$ cat config.mk
export PLATFORM = sky130hd
export DESIGN_NAME = dma_burst_ctrl
export DESIGN_NICKNAME = d
export VERILOG_FILES = /design/src/rtl/dma_pkg.sv /design/src/rtl/dma_burst_calc.sv /design/src/rtl/dma_burst_ctrl.sv
export SDC_FILE = /design/constraint.sdc
export NUM_CORES = 1
export LEC_CHECK = 0
export CAP_MARGIN = 20
export CORE_MARGIN = 4
export CORE_UTILIZATION = 55
export CTS_CLUSTER_SIZE = 24
export DETAILED_ROUTE_END_ITERATION = 10
export GPL_TIMING_DRIVEN = 0
export PLACE_DENSITY = 0.82
export SLEW_MARGIN = 15
export SYNTH_ARGS = -nofsm -noshare
export SYNTH_HDL_FRONTEND = slang
export SYNTH_SLANG_ARGS = --single-unit
$ cat constraint.sdc
create_clock -name clk -period 7.5 [get_ports clk]
set_clock_uncertainty 0.2 [all_clocks]
set_input_delay 1.5 -clock clk [delete_from_list [all_inputs] [get_ports clk]]
set_output_delay 1.5 -clock clk [all_outputs]
set_load 0.02 [all_outputs]
$ cat src/rtl/dma_pkg.sv
// Shared types and constants for the DMA burst controller.
package dma_pkg;

  localparam int unsigned AXI_4KB = 4096;
  localparam int unsigned BEATS_W = 9;

  typedef logic [7:0] axi_len_t;

  typedef enum logic [2:0] {
    IDLE,
    CHECK,
    ISSUE,
    WAIT_HS,
    DRAIN,
    FIN
  } dma_state_e;

endpackage

$ cat src/rtl/dma_burst_calc.sv
// Burst sizing: min of remaining beats, MAX_BEATS and the beats left before
// the next 4KB page on either the source or the destination side.
module dma_burst_calc
  import dma_pkg::*;
#(
  parameter int unsigned ADDR_W     = 32,
  parameter int unsigned LEN_W      = 32,
  parameter int unsigned DATA_BYTES = 4,
  parameter int unsigned MAX_BEATS  = 16
) (
  input  logic [ADDR_W-1:0]  src,
  input  logic [ADDR_W-1:0]  dst,
  input  logic [LEN_W-1:0]   rem_beats,
  output logic [BEATS_W-1:0] beats
);

  localparam int unsigned LSB = $clog2(DATA_BYTES);
  localparam int unsigned CW  = (ADDR_W > LEN_W) ? ADDR_W : LEN_W;

  logic [CW-1:0] src_room;
  logic [CW-1:0] dst_room;
  logic [CW-1:0] cand;

  always_comb begin
    src_room = CW'((ADDR_W'(AXI_4KB) - (src & ADDR_W'(AXI_4KB - 1))) >> LSB);
    dst_room = CW'((ADDR_W'(AXI_4KB) - (dst & ADDR_W'(AXI_4KB - 1))) >> LSB);
    cand     = CW'(MAX_BEATS);
    if (src_room < cand) cand = src_room;
    if (dst_room < cand) cand = dst_room;
    if (CW'(rem_beats) < cand) cand = CW'(rem_beats);
    beats = BEATS_W'(cand);
  end

endmodule

$ cat src/rtl/dma_burst_ctrl.sv
// DMA channel controller: splits one descriptor into paired AXI INCR read/write
// burst commands, bounds in-flight writes and reports done/err.
module dma_burst_ctrl
  import dma_pkg::*;
#(
  parameter int unsigned ADDR_W          = 32,
  parameter int unsigned LEN_W           = 32,
  parameter int unsigned DATA_BYTES      = 4,
  parameter int unsigned MAX_BEATS       = 16,
  parameter int unsigned MAX_OUTSTANDING = 4
) (
  input  logic              clk,
  input  logic              reset,
  input  logic [ADDR_W-1:0] src_addr,
  input  logic [ADDR_W-1:0] dst_addr,
  input  logic [LEN_W-1:0]  length,
  input  logic              start,
  output logic              done,
  output logic              err,
  output logic              busy,
  output logic              rd_cmd_valid,
  input  logic              rd_cmd_ready,
  output logic [ADDR_W-1:0] rd_cmd_addr,
  output logic [7:0]        rd_cmd_len,
  output logic              wr_cmd_valid,
  input  logic              wr_cmd_ready,
  output logic [ADDR_W-1:0] wr_cmd_addr,
  output logic [7:0]        wr_cmd_len,
  input  logic              wr_resp_valid,
  input  logic              wr_resp_err
);

  localparam int unsigned LSB   = $clog2(DATA_BYTES);
  localparam int unsigned OUT_W = $clog2(MAX_OUTSTANDING + 1);

  dma_state_e          state_q, state_d;
  logic [ADDR_W-1:0]   src_q, src_d, dst_q, dst_d;
  logic [ADDR_W-1:0]   rd_addr_q, rd_addr_d, wr_addr_q, wr_addr_d;
  logic [LEN_W-1:0]    rem_q, rem_d;
  logic [BEATS_W-1:0]  beats_q, beats_d, calc_beats;
  axi_len_t            len_q, len_d;
  logic [OUT_W-1:0]    out_q, out_d;
  logic                rd_valid_q, rd_valid_d, wr_valid_q, wr_valid_d;
  logic                done_q, done_d, err_q, err_d, busy_q, busy_d;
  logic                flag_q, flag_d;
  logic                rd_acc, wr_acc, pair_acc, resp_dec;
  logic [ADDR_W-1:0]   burst_bytes;

  dma_burst_calc #(
    .ADDR_W    (ADDR_W),
    .LEN_W     (LEN_W),
    .DATA_BYTES(DATA_BYTES),
    .MAX_BEATS (MAX_BEATS)
  ) u_calc (
    .src      (src_q),
    .dst      (dst_q),
    .rem_beats(rem_q),
    .beats    (calc_beats)
  );

  // Next-state, datapath and registered-output logic.
  always_comb begin
    state_d    = state_q;
    src_d      = src_q;
    dst_d      = dst_q;
    rd_addr_d  = rd_addr_q;
    wr_addr_d  = wr_addr_q;
    rem_d      = rem_q;
    beats_d    = beats_q;
    len_d      = len_q;
    rd_valid_d = rd_valid_q;
    wr_valid_d = wr_valid_q;
    flag_d     = flag_q;
    pair_acc   = 1'b0;
    rd_acc     = ~rd_valid_q | rd_cmd_ready;
    wr_acc     = ~wr_valid_q | wr_cmd_ready;
    resp_dec   = wr_resp_valid && (out_q != '0);
    burst_bytes = ADDR_W'(beats_q) << LSB;

    // A stray response (nothing in flight) or a bad BRESP poisons the transfer.
    if (wr_resp_valid && ((out_q == '0) || wr_resp_err)) flag_d = 1'b1;

    case (state_q)
      IDLE: begin
        flag_d = 1'b0;
        if (start) begin
          src_d   = src_addr;
          dst_d   = dst_addr;
          rem_d   = length;
          state_d = CHECK;
        end
      end
      CHECK: begin
        if (((src_q & ADDR_W'(DATA_BYTES - 1)) != '0) ||
            ((dst_q & ADDR_W'(DATA_BYTES - 1)) != '0) ||
            ((rem_q & LEN_W'(DATA_BYTES - 1)) != '0)) begin
          flag_d  = 1'b1;
          state_d = FIN;
        end else if (rem_q == '0) begin
          state_d = FIN;
        end else begin
          rem_d   = rem_q >> LSB;
          state_d = ISSUE;
        end
      end
      ISSUE: begin
        if (out_q < OUT_W'(MAX_OUTSTANDING)) begin
          beats_d    = calc_beats;
          rd_addr_d  = src_q;
          wr_addr_d  = dst_q;
          len_d      = axi_len_t'(calc_beats - BEATS_W'(1));
          rd_valid_d = 1'b1;
          wr_valid_d = 1'b1;
          state_d    = WAIT_HS;
        end
      end
      WAIT_HS: begin
        rd_valid_d = rd_valid_q & ~rd_cmd_ready;
        wr_valid_d = wr_valid_q & ~wr_cmd_ready;
        if (rd_acc && wr_acc) begin
          pair_acc = 1'b1;
          src_d    = src_q + burst_bytes;
          dst_d    = dst_q + burst_bytes;
          rem_d    = rem_q - LEN_W'(beats_q);
          state_d  = (rem_d == '0) ? DRAIN : ISSUE;
        end
      end
      DRAIN: begin
        if (out_q == '0) state_d = FIN;
      end
      FIN: begin
        state_d = IDLE;
      end
      default: state_d = IDLE;
    endcase

    out_d  = out_q + OUT_W'(pair_acc) - OUT_W'(resp_dec);
    busy_d = (state_d != IDLE);
    done_d = (state_d == FIN);
    err_d  = done_d & flag_d;
  end

  always_ff @(posedge clk) begin
    if (reset) begin
      state_q    <= IDLE;
      src_q      <= '0;
      dst_q      <= '0;
      rd_addr_q  <= '0;
      wr_addr_q  <= '0;
      rem_q      <= '0;
      beats_q    <= '0;
      len_q      <= '0;
      out_q      <= '0;
      rd_valid_q <= 1'b0;
      wr_valid_q <= 1'b0;
      done_q     <= 1'b0;
      err_q      <= 1'b0;
      busy_q     <= 1'b0;
      flag_q     <= 1'b0;
    end else begin
      state_q    <= state_d;
      src_q      <= src_d;
      dst_q      <= dst_d;
      rd_addr_q  <= rd_addr_d;
      wr_addr_q  <= wr_addr_d;
      rem_q      <= rem_d;
      beats_q    <= beats_d;
      len_q      <= len_d;
      out_q      <= out_d;
      rd_valid_q <= rd_valid_d;
      wr_valid_q <= wr_valid_d;
      done_q     <= done_d;
      err_q      <= err_d;
      busy_q     <= busy_d;
      flag_q     <= flag_d;
    end
  end

  assign done         = done_q;
  assign err          = err_q;
  assign busy         = busy_q;
  assign rd_cmd_valid = rd_valid_q;
  assign rd_cmd_addr  = rd_addr_q;
  assign rd_cmd_len   = len_q;
  assign wr_cmd_valid = wr_valid_q;
  assign wr_cmd_addr  = wr_addr_q;
  assign wr_cmd_len   = len_q;

endmodule
Word level (Yosys, flattened, before mapping)
Cells that the tools add are included.
- latch bits: 0
- input port bits: 103
- bits in read-only memories: 0
- memories kept: 0
- word-level logic and storage cells: 98
- register bits: 189
- output and inout port bits: 85
- RAM bits: 0
- shifts and indexed selects: 0
- eq/ne operators: 10
- reduce and logical (&&, ||, !) cells: 22
- divide/modulo/power cells: 0
- bitwise gates (word level): 9
- $add $sub $neg: 8
- multipliers: 0
- order comparisons: 4
- mux-type cells: 30
- operators with widths (kind ; number):
    $mux W32 ; 8
    $pmux W32 S2 ; 2
    $pmux W32 S3 ; 1
    $reduce_bool A32 Y1 ; 3
    $add A32 B11 Y32 ; 2
    $logic_not A32 Y1 ; 2
    $mux W30 ; 2
    $lt A30 B32 Y1 ; 1
    $lt A32 B32 Y1 ; 1
    $sub A32 B9 Y32 ; 1
    $lt A30 B5 Y1 const B ; 1
    $sub A13 B12 Y14 const A ; 2
    $mux W3 ; 7
    $pmux W3 S5 ; 1
    $ne A2 B2 Y1 const B ; 5
    $mux W9 ; 1
    $reduce_bool A3 Y1 ; 3
    $sub A8 B1 Y8 const B ; 1
    $eq A3 B2 Y1 const B ; 2
    $eq A3 B3 Y1 const B ; 2
    $logic_not A3 Y1 ; 2
    $pmux W1 S2 ; 3
    $mux W1 ; 5
    $reduce_and A5 Y1 ; 1
    12 further kinds ; 24

Longest topological paths before layout
Gate-level depths: netlist of the first run.
- depth after elaboration: 8
- depth in mapped cells: 27
- gate-level depth less buffers: 25

Hierarchy
From an unflattened synthesis of the first run, not the netlist that was laid out.
- cell total of the unflattened synthesis: 1512
- area, all modules: 11453.5 um^2
- modules (own cells, without submodules) (module ; sequential area each (um^2) ; cells each ; times used ; area an instance (um^2)):
    dma_burst_ctrl ; 3783.6 ; 1374 ; 1 ; 10358.7
    dma_burst_calc ; 0.0 ; 138 ; 1 ; 1094.8

Least setup slack after synthesis of the first run
No wires, ideal clock.
- path type: register to register
- start point: register dst_q[1]
- end point: register len_q[6] (netlist: rd_cmd_len[6])
- arrival: 5854 ps
- library setup time: 131 ps
- setup slack: 1316 ps
- buffers on the path: 3
- period minus slack after synthesis: 6184 ps
- cell stages (with the launch flop): 25
- required time: 7169 ps
- path through: dfxtp_1 -> or4_1 -> clkbuf_1 -> or3_1 -> nor4_1 -> xnor2_1 -> ha_1 -> and3b_1 -> a211oi_1 -> nand2_1 -> mux2i_1 -> ha_1 -> o21ai_0 -> a211oi_1 -> a2111oi_0 -> o21ai_1 -> or3_1 -> clkbuf_2 -> buf_6 -> o21ai_1 -> ha_1 -> nand3_1 -> a22oi_1 -> xor2_1 -> o31ai_1
- cells in the longest elaborated chain, start to end: 6
- ends and longest elaborated chain (element ; line ; text):
    start: declaration ; dma_burst_ctrl.sv:37 ; logic [ADDR_W-1:0] src_q, src_d, dst_q, dst_d;
    start signal: assignment ; dma_burst_ctrl.sv:163 ; dst_q <= dst_d;
    $sub A13 B12 Y14 (*) ; dma_burst_calc.sv:26 ; dst_room = CW'((ADDR_W'(AXI_4KB) - (dst & ADDR_W'(AXI_4KB - 1))) >> LSB);
    $lt A30 B32 Y1 ; dma_burst_calc.sv:29 ; if (dst_room < cand) cand = dst_room;
    $mux W30 (*) ; dma_burst_calc.sv:29 ;
    $lt A32 B32 Y1 ; dma_burst_calc.sv:30 ; if (CW'(rem_beats) < cand) cand = CW'(rem_beats);
    $mux W9 (*) ; dma_burst_calc.sv:30 ;
    $sub A8 B1 Y8 (*) ; dma_burst_ctrl.sv:111 ; len_d = axi_len_t'(calc_beats - BEATS_W'(1));
    end signal: assignment ; dma_burst_ctrl.sv:168 ; len_q <= len_d;
    end: declaration ; dma_burst_ctrl.sv:41 ; axi_len_t len_q, len_d;
Mark *: on every way between the ends. The rest lies on a longest branch, timed or not.
A chain may end at the register's enable or synchronous reset.

Worst setup path in the final report of the first run
Ends and elaborated chain as after synthesis.

==> results.json, run 1 <==
{
  "status": "completed",
  "swShare": 0.514,
  "insertion_delay_ps": 460,
  "dieWidth_um": 154,
  "grt_pass1_wl_um": 70600,
  "postRouteAntennaNets": 0,
  "netSwitchingPower_w": 0.00331,
  "p_clk_frac": 0.144,
  "grt_max_degree": 20,
  "numPortBuffers": 187,
  "h-tree-depth": 4,
  "cts_buffer_depth": 2,
  "cp_top_family": "simple AND/OR/NAND/NOR gates",
  "rows": 53,
  "grt_overflow": 0,
  "nets": 1930,
  "r2r-start": "dst_q[1]$_SDFFE_PP0P_",
  "hold_viol": 0,
  "syn_to_final_growth_pct": 24.5,
  "cts.sinks": 189,
  "worstMarginPinSlew_ps": 1150,
  "die_h_um": 154,
  "hp-class": "flip-flop to flip-flop",
  "slowest_delay_ps": 530,
  "hold_depth": 2,
  "dr.pass1.iters": 6,
  "synthCells": 1558,
  "critPathMaxFanout": 10,
  "gr-usage-all-layers": 0.378,
  "wl_per_cell_um": 22.6,
  "yosysWarningCount": 0,
  "cts_root_buf": "clkbuf_16",
  "rrSetupSlack_ps": 270,
  "synth-seq-cells": 189,
  "die_area_um2": 23800,
  "gp_congestion": 1.06,
  "slew_viol_final": 0,
  "synthTopCellsByArea": "dfxtp_1, nand2_1, a21oi_1",
  "fmax_ghz": 0.138,
  "grt_pass1_vias": 12500,
  "worstSetupPathType": "flip-flop to flip-flop",
  "max-vdd-ir-drop_v": 0.000271,
  "pwr-share-seq": 0.251,
  "synth_top_area_share": 0.321,
  "synth_edf_count": 0,
  "async_reset_ff_frac": 0,
  "cp-start-kind": "flip-flop",
  "relSlewSlack": 0.214,
  "core_um2": 21000,
  "ff2ff_path_depth": 27,
  "reg2reg_to": "rd_cmd_len[6]$_SDFFE_PP0P_",
  "hpwlAfterDp_um": 35700,
  "fillers": 1828,
  "hold_end": "rd_cmd_addr[24]$_SDFFE_PP0P_",
  "ys_seq_area_frac": 0.321,
  "drive_above_1_share": 0.0487,
  "min_from": "rd_cmd_addr[24]$_SDFFE_PP0P_",
  "drt-vias-per-instance": 6.49,
  "antenna_cells": 0,
  "initial_core_util": 0.560,
  "clk_pin_slew_ps": 80,
  "fin_crit_sh": 0.964,
  "numCtsBuffers": 17,
  "cp_data_required_time_ps": 7600,
  "arrival_ps": 7330,
  "num_vias": 13400,
  "cap_violations": 0,
  "netlist_area_um2": 11800,
  "setup_viol": 0,
  "synth_area_leader_cell": "dfxtp_1",
  "fin_tns_setup_ps": 0,
  "drtIter0Drc": 1685,
  "p_per_area_nw_per_um2": 439,
  "cellLeakagePower_nw": 5.25,
  "fin_ws_ps": 272,
  "ys_types": 85,
  "grt_antenna_before_repair": 0,
  "drt_drc_violations_left": 0,
  "cts_tree": "built",
  "pre_cts_slack_ps": 72.3,
  "cpMaxStageDelayCell": "or4_1",
  "wl_um": 46500,
  "post_synth.cell_area_avg_um2": 7.56,
  "synthFlopType": "dfxtp_1",
  "pwr-share-comb": 0.605,
  "critPathCaptureType": "flip-flop",
  "crit_buf_inv": 4,
  "p_int_w": 0.00313,
  "pin_count": 188,
  "min_period_ps": 7230
}
==> registers in the layout, indices dropped and copies added, names as in the netlist <==
register	flops
wr_cmd_addr	32
err	1
out_q	3
src_q	32
rem_q	32
flag_q	1
state_q	3
rd_cmd_addr	32
done	1
rd_cmd_len	8
beats_q	9
rd_cmd_valid	1
busy	1
wr_cmd_valid	1
dst_q	32
==> power groups by stage <==
stage / logic (W) / registers [W] / clock network (W)
floorplan: 0.00254 / 0.00155 / 0
global placement: 0.00361 / 0.00161 / 0
detailed placement: 0.00367 / 0.00162 / 0
CTS: 0.00370 / 0.00159 / 0.000922
global route: 0.00420 / 0.00164 / 0.000961
finish: 0.00390 / 0.00161 / 0.000927
==> layout by cell type (no fill, tap or decap), drive strengths merged, types with 17 or more instances in the layout <==
cell type,n
inv,56
nor3,58
nand2,243
nand3,40
nor2,145
a211oi,70
xnor2,31
buf,29
clkdlybuf4s50,187
nand4,18
and3,26
o21ai,75
mux2i,17
ha,51
a311oi,17
clkbuf,110
a21oi,151
nor4,23
dfxtp,189
==> metrics by stage <==
step,utilization,cell area (µm²),hold slack (ps),cells,total power (W)
2_1_floorplan,-,11800,236,1563,0.00409
3_3_place_gp,0.667,14000,242,2025,0.00522
3_5_place_dp,0.667,14000,248,2025,0.00529
4_1_cts,0.695,14600,259,2057,0.00622
5_1_grt,0.698,14700,272,2060,0.00680
6_report,0.698,14700,256,2060,0.00644
==> layout make-up <==
type                       count  area, µm²  share of cell area
buffer                       117        508              0.0346
clock buffer                  19        443              0.0302
clock inverter                13        148              0.0101
inverter                      51        191              0.0131
multi-input combinational   1206       7360               0.502
sequential                   189       3780               0.258
tap                          275        344              0.0235
timing repair buffer         190       1890               0.129
==> cell families (layout without fill, tap and decap cells) <==
logic type                 Yosys count  in the layout  share of synthesized area
and+or+nand+nor                    631            631                      0.257
AOI/OAI and AO/OA                  450            450                      0.251
DFF                                189            189                      0.321
buffers and inverters              168            390                     0.0594
adders and majority gates           55             55                     0.0610
xor gates and xnor gates            44             44                     0.0334
muxes                               19             19                     0.0164
other                                2              7                   0.000638
==> routing by layer <==
layer / part of all wire / global-route usage / routed length (µm) / vias to the layer above
met5: 0.0010 / 0.0145 / 47 / -
met4: 0.043 / 0.153 / 1980 / 2
met1: 0.41 / 0.527 / 19000 / 6287
met2: 0.42 / 0.554 / 19700 / 872
li1: - / - / - / 6055
met3: 0.13 / 0.0996 / 5870 / 151
==> cell usage after synthesis (all sizes together), types with 5 or more instances <==
| cell | count |
|---|---|
| dfxtp | 189 |
| a22oi | 5 |
| o31ai | 9 |
| nor4 | 23 |
| a211oi | 70 |
| o21a | 7 |
| nor3 | 58 |
| ha | 51 |
| and3 | 26 |
| clkbuf | 89 |
| o21ai | 75 |
| a31oi | 15 |
| o22ai | 5 |
| or3 | 12 |
| inv | 49 |
| nand4 | 18 |
| and2 | 13 |
| mux2i | 17 |
| o31a | 5 |
| a21o | 12 |
| xor2 | 13 |
| a2111oi | 12 |
| a21oi | 151 |
| o211ai | 10 |
| a211o | 9 |
| nand2 | 243 |
| a21boi | 8 |
| nand3 | 40 |
| or4 | 10 |
| xnor2 | 31 |
| nor2 | 145 |
| buf | 28 |
| a311oi | 17 |
| and4 | 6 |
| nor2b | 12 |
| nand3b | 9 |
==> how the worst max path moves through the flow <==
| stage | start | depth (start not counted) | to |
|---|---|---|---|
| detailed placement | dst_q[1]$_SDFFE_PP0P_ | 25 | rd_cmd_len[6]$_SDFFE_PP0P_ |
| finish | dst_q[1]$_SDFFE_PP0P_ | 27 | rd_cmd_len[6]$_SDFFE_PP0P_ |
| CTS | dst_q[1]$_SDFFE_PP0P_ | 26 | rd_cmd_len[6]$_SDFFE_PP0P_ |
| global placement | dst_q[1]$_SDFFE_PP0P_ | 25 | rd_cmd_len[6]$_SDFFE_PP0P_ |
| global route | dst_q[1]$_SDFFE_PP0P_ | 25 | rd_cmd_len[6]$_SDFFE_PP0P_ |
| floorplan | dst_q[1]$_SDFFE_PP0P_ | 24 | rd_cmd_len[6]$_SDFFE_PP0P_ |
==> worst reg2reg max path, delay by kind of cell, from the launching register on <==
family                     cells  cell delay (ps)
xor gates and xnor gates       2              460
DFF                            1              380
adders and majority gates      3              910
AOI/OAI and AO/OA              8             1860
buffers and inverters          4              570
and+or+nand+nor               10             2680
==> repair_timing <==
| item | 4_1_cts | 5_1_grt |
|---|---|---|
| endpoints found under the setup margin | 1 | 4 |
| pin swaps | 0 | 1 |
| resized for setup | 1 | 8 |
| hold buffers | 0 | 0 |
| buffers inserted | 0 | 1 |
No activity file was read; power rests on OpenSTA's default activity.
==> inputs of run 2 (changes only) <==
--- a/config.mk
+++ b/config.mk
@@ -12,7 +12,6 @@
 export DETAILED_ROUTE_END_ITERATION = 10
 export GPL_TIMING_DRIVEN = 0
 export PLACE_DENSITY = 0.82
-export SLEW_MARGIN = 15
 export SYNTH_ARGS = -nofsm -noshare
 export SYNTH_HDL_FRONTEND = slang
 export SYNTH_SLANG_ARGS = --single-unit
==> run 2 against run 1 <==
Critical path type unchanged; worst setup slack improved by 1.5 ps; register-to-register slack about the same; combinational power about the same; sequential power about the same; die area unchanged; via count increased by 0.31%; total power increased by 0.20%; largest cell class unchanged; clock-buffer cell count unchanged; first-iteration DRC count increased by 9.2%; largest power group unchanged.
==> results.json, run 2 (synthesis gave the netlist of run 1 again) <==
{
  "wl_um": 46700,
  "fin_tns_setup_ps": 0,
  "arrival_ps": 7330,
  "drt-vias-per-instance": 6.51,
  "pwr-share-seq": 0.251,
  "cellLeakagePower_nw": 5.25,
  "drive_above_1_share": 0.0487,
  "insertion_delay_ps": 460,
  "cp-start-kind": "flip-flop",
  "grt_antenna_before_repair": 0,
  "cts.sinks": 189,
  "gr-usage-all-layers": 0.378,
  "max-vdd-ir-drop_v": 0.000271,
  "h-tree-depth": 4,
  "grt_max_degree": 20,
  "relSlewSlack": 0.173,
  "grt_pass1_vias": 12500,
  "fin_hold_ws_ps": 256,
  "fin_crit_sh": 0.964,
  "pin_count": 188,
  "drtIter0Drc": 1840,
  "antenna_cells": 0,
  "dr.pass1.iters": 7,
  "met3_usage": 0.0996,
  "cts_hold_buf": 0,
  "cp_top_family": "simple AND/OR/NAND/NOR gates",
  "cts_root_buf": "clkbuf_16",
  "critPathMaxFanout": 10,
  "slew_viol_final": 0,
  "slowest_delay_ps": 530,
  "critPathCaptureType": "flip-flop",
  "hp-class": "flip-flop to flip-flop",
  "hold_viol": 0,
  "cts_tree": "built",
  "worstMarginPinSlew_ps": 1210,
  "pre_cts_slack_ps": 72.3,
  "die_area_um2": 23800,
  "numPortBuffers": 187,
  "place_inst": 2025,
  "hpwlAfterDp_um": 35700,
  "layout_common_cells": "nand2_1, dfxtp_1, clkdlybuf4s50_1, a21oi_1, nor2_1",
  "p_clk_frac": 0.144,
  "initial_core_util": 0.560,
  "r2r-start": "dst_q[1]$_SDFFE_PP0P_",
  "total_power_w": 0.00645,
  "use_met1": 0.527,
  "worstSetupPathType": "flip-flop to flip-flop",
  "postRouteAntennaNets": 0,
  "crit_start": "dst_q[1]$_SDFFE_PP0P_",
  "syn_to_final_growth_pct": 24.6,
  "fin_ws_ps": 273,
  "cpMaxStageDelayCell": "or4_1",
  "pwr-share-comb": 0.606,
  "gp_congestion": 1.06,
  "netSwitchingPower_w": 0.00332,
  "core_um2": 21000,
  "min_period_ps": 7230,
  "clk_pin_slew_ps": 80,
  "cts_buffer_depth": 2,
  "crit_buf_inv": 4,
  "grt_overflow": 0,
  "status": "completed",
  "setup_viol": 0,
  "drt_drc_violations_left": 0,
  "grt.met2_usage": 0.554,
  "p_int_w": 0.00313,
  "numCtsBuffers": 17,
  "cap_violations": 0,
  "min_from": "rd_cmd_addr[24]$_SDFFE_PP0P_",
  "p_per_area_nw_per_um2": 440,
  "top_usage_layer": "met2",
  "grt_pass1_wl_um": 70600,
  "wl_per_cell_um": 22.6,
  "ff2ff_path_depth": 27,
  "fillers": 1830,
  "die_h_um": 154,
  "swShare": 0.515,
  "hold_depth": 2,
  "rows": 53,
  "fmax_ghz": 0.138,
  "hold_end": "rd_cmd_addr[24]$_SDFFE_PP0P_",
  "dieWidth_um": 154,
  "final_common_cell": "nand2_1",
  "rrSetupSlack_ps": 270,
  "fin_cells": 2061,
  "num_vias": 13400,
  "reg2reg_to": "rd_cmd_len[6]$_SDFFE_PP0P_",
  "cp_data_required_time_ps": 7600,
  "nets": 1931
}
[run 2: cell types whose count changed in the layout (fill, tap and decap cells not counted)]
cell,before,now
buf_2,5,6
clkbuf_4,1,2
clkbuf_2,3,2
nor3_1,51,52
nor3_2,6,5
[run 2: stage by stage]
stage,utilization,cell area (µm²)
finish,0.698,14700
global route,0.698,14700
CTS,0.695,14600
detailed placement,0.667,14000
global placement,0.667,14000
floorplan,-,11800
[run 2: worst max-delay path by stage]
stage                                             to  depth (start not counted)
final                     rd_cmd_len[6]$_SDFFE_PP0P_                         27
after global routing      rd_cmd_len[6]$_SDFFE_PP0P_                         25
after CTS                 rd_cmd_len[6]$_SDFFE_PP0P_                         26
after detailed placement  rd_cmd_len[6]$_SDFFE_PP0P_                         25
after global placement    rd_cmd_len[6]$_SDFFE_PP0P_                         25
after floorplan           rd_cmd_len[6]$_SDFFE_PP0P_                         24
[run 2: power by group through the flow]
stage | clock, W | sequential (W) | combinational, W
after global routing | 0.000961 | 0.00164 | 0.00420
after detailed placement | 0 | 0.00162 | 0.00367
after floorplan | 0 | 0.00155 | 0.00254
final | 0.000927 | 0.00162 | 0.00391
after global placement | 0 | 0.00161 | 0.00361
after CTS | 0.000922 | 0.00159 | 0.00370
[run 2: repair_timing]
action,CTS,global route
gates resized for setup,1,8
pin swaps,0,1
setup endpoints to repair,1,4
setup buffers,0,1
[run 2: per-layer routing]
layer / vias up / share of wire
met5: - / 0.0010
met4: 2 / 0.041
met3: 141 / 0.12
met2: 867 / 0.42
met1: 6338 / 0.41
li1: 6060 / -
[run 2: tightest hold or removal path, cell delays in order (launching register included)]
cell	delay, ps
dfxtp_1	310
nand2_1	50
a21oi_1	50
[run 2: cell type report]
| class | count | area (µm²) | share of cell area |
|---|---|---|---|
| multi-input combinational | 1206 | 7350 | 0.501 |
| sequential | 189 | 3780 | 0.258 |
| timing repair buffer | 191 | 1900 | 0.129 |
| buffer | 117 | 508 | 0.0346 |
| clock buffer | 19 | 443 | 0.0302 |
| tap | 275 | 344 | 0.0235 |
| inverter | 51 | 191 | 0.0130 |
| clock inverter | 13 | 148 | 0.0101 |
==> inputs of run 3 (changes only) <==
--- a/config.mk
+++ b/config.mk
@@ -7,11 +7,11 @@
 export LEC_CHECK = 0
 export CAP_MARGIN = 20
 export CORE_MARGIN = 4
-export CORE_UTILIZATION = 55
+export CORE_UTILIZATION = 41
 export CTS_CLUSTER_SIZE = 24
 export DETAILED_ROUTE_END_ITERATION = 10
 export GPL_TIMING_DRIVEN = 0
-export PLACE_DENSITY = 0.82
+export PLACE_DENSITY = 0.61
 export SYNTH_ARGS = -nofsm -noshare
 export SYNTH_HDL_FRONTEND = slang
 export SYNTH_SLANG_ARGS = --single-unit
==> run 3 against run 2 <==
Die area grew 32%; largest power group unchanged; total power grew 3.2%; final cell count grew 4.9%; clock power grew 11%; sequential power is essentially flat; global-route usage shrank 6.4 points; sequential cell count is the same; combinational power grew 2%; design area grew 1.3%.
==> results.json, run 3 (synthesis gave the netlist of run 1 again) <==
{
  "final_common_cell": "nand2_1",
  "status": "completed",
  "nets": 1931,
  "multi_input_area_um2": 7370,
  "route.met2.wl_um": 21600,
  "gr-usage-all-layers": 0.314,
  "top_layer_used": "met5",
  "p_per_area_nw_per_um2": 448,
  "num_vias": 13100,
  "grt_max_degree": 17,
  "numCtsBuffers": 17,
  "drt-met1-wl_um": 22900,
  "antenna_cells": 0,
  "wl_um": 50800,
  "initial_core_util": 0.419,
  "min_period_ps": 7120,
  "critPathCaptureType": "flip-flop",
  "postRouteAntennaNets": 0,
  "clk_pin_slew_ps": 70,
  "fin_tns_setup_ps": 0,
  "layout_common_cells": "nand2_1, dfxtp_1, clkdlybuf4s50_1, a21oi_1, nor2_1",
  "fin_crit_sh": 0.949,
  "arrival_ps": 7210,
  "cap_violations": 0,
  "grt_pass1_vias": 12400,
  "syn_to_final_growth_pct": 26.2,
  "final_core_util": 0.529,
  "hold_viol": 0,
  "hp-class": "flip-flop to flip-flop",
  "relSlewSlack": 0.250,
  "cts_buffer_depth": 2,
  "gp_congestion": 0.969,
  "numPortBuffers": 187,
  "wl_met3_um": 4790,
  "core_um2": 28100,
  "critPathMaxFanout": 10,
  "fmax_ghz": 0.141,
  "setup_viol": 0,
  "place_inst": 2129,
  "cp-start-kind": "flip-flop",
  "worstMarginPinSlew_ps": 1120,
  "cellLeakagePower_nw": 5.28,
  "die_h_um": 177,
  "drt_drc_violations_left": 0,
  "total_power_w": 0.00666,
  "dieWidth_um": 177,
  "hpwlAfterDp_um": 39100,
  "die_area_um2": 31500,
  "drive_above_1_share": 0.0499,
  "worstSetupPathType": "flip-flop to flip-flop",
  "cts_tree": "built",
  "drtIter0Drc": 1500,
  "h-tree-depth": 4,
  "rrSetupSlack_ps": 380,
  "pin_count": 188,
  "fin_cells": 2163,
  "drt-vias-per-instance": 6.07,
  "insertion_delay_ps": 450,
  "max-vdd-ir-drop_v": 0.000248,
  "wl_per_cell_um": 23.5,
  "dr.pass1.iters": 5,
  "grt_antenna_before_repair": 1,
  "cts_root_buf": "clkbuf_16",
  "fillers": 2828,
  "cp_data_required_time_ps": 7590,
  "rows": 61,
  "grt_overflow": 0,
  "slew_viol_final": 0,
  "regArea_um2": 3780,
  "cts.sinks": 189,
  "grt_pass1_wl_um": 75000
}
[run 3: cell types whose count changed in the layout (fill, tap and decap cells not counted), moves of 2 or more]
cell	before	now
buf_4	9	11
bufinv_16	0	4
clkinv_8	4	0
clkbuf_4	2	0
inv_6	5	2
[run 3: final cells by class]
cell class	count	area share
plain buffers	117	0.0342
inverters	51	0.0129
flip-flops and latches	189	0.255
clock buffers	20	0.0307
repair buffers	191	0.128
multi-input cells	1206	0.496
well taps	378	0.0318
clock inverters	11	0.0122
[run 3: routing by layer]
metal  vias to the layer above  GRT usage
met1                      6293      0.451
met3                        90     0.0611
met2                       678      0.473
li1                       6058          -
met4                         2     0.0980
met5                         -          0
[run 3: what timing repair did]
action	in CTS	in global routing
gates resized for setup	0	12
endpoints found under the hold margin	0	0
endpoints found under the setup margin	0	7
setup buffers	0	2
hold buffers	0	0
[run 3: path summary, 6_finish.rpt]
check | start | end | cells after the start
setup / recovery | dst_q[1]$_SDFFE_PP0P_ | rd_cmd_len[6]$_SDFFE_PP0P_ | 26
hold / removal | wr_cmd_addr[10]$_SDFFE_PP0P_ | wr_cmd_addr[10]$_SDFFE_PP0P_ | 2
setup reg to reg | dst_q[1]$_SDFFE_PP0P_ | rd_cmd_len[6]$_SDFFE_PP0P_ | 26
hold reg to reg | wr_cmd_addr[10]$_SDFFE_PP0P_ | wr_cmd_addr[10]$_SDFFE_PP0P_ | 2
[run 3: metrics by stage]
step	instance area [µm²]	hold WS, ps	setup WS, ps
3_5_place_dp	14100	246	55.0
2_1_floorplan	11800	236	1320
5_1_grt	14900	277	-34.8
6_report	14900	254	385
3_3_place_gp	14100	246	138
4_1_cts	14800	256	0.751
[run 3: critical path: stages (launching register included)]
cell and delay (ps):
dfxtp_1 370, or4_1 520, clkbuf_1 180, or3_1 480, o21ai_0 170, nor2b_1 330
ha_1 320, a21oi_1 130, o21ai_0 170, a211o_1 430, nor2_4 290, nand2_1 230
ha_1 360, nand4_1 160, a211o_1 380, or3_1 400, nor3_2 260, or3_1 150
clkbuf_2 160, buf_6 170, nand3_1 100, o21ai_1 110, ha_1 310, nand4_1 120
a22oi_1 210, xor2_1 190, o31ai_1 80
[run 3: where the power goes]
part / switching, W / total (W) / internal (W)
clock network: 0.000444 / 0.00103 / 0.000581
registers: 0.000367 / 0.00163 / 0.00127
logic: 0.00259 / 0.00400 / 0.00141
total: 0.00340 / 0.00666 / 0.00326
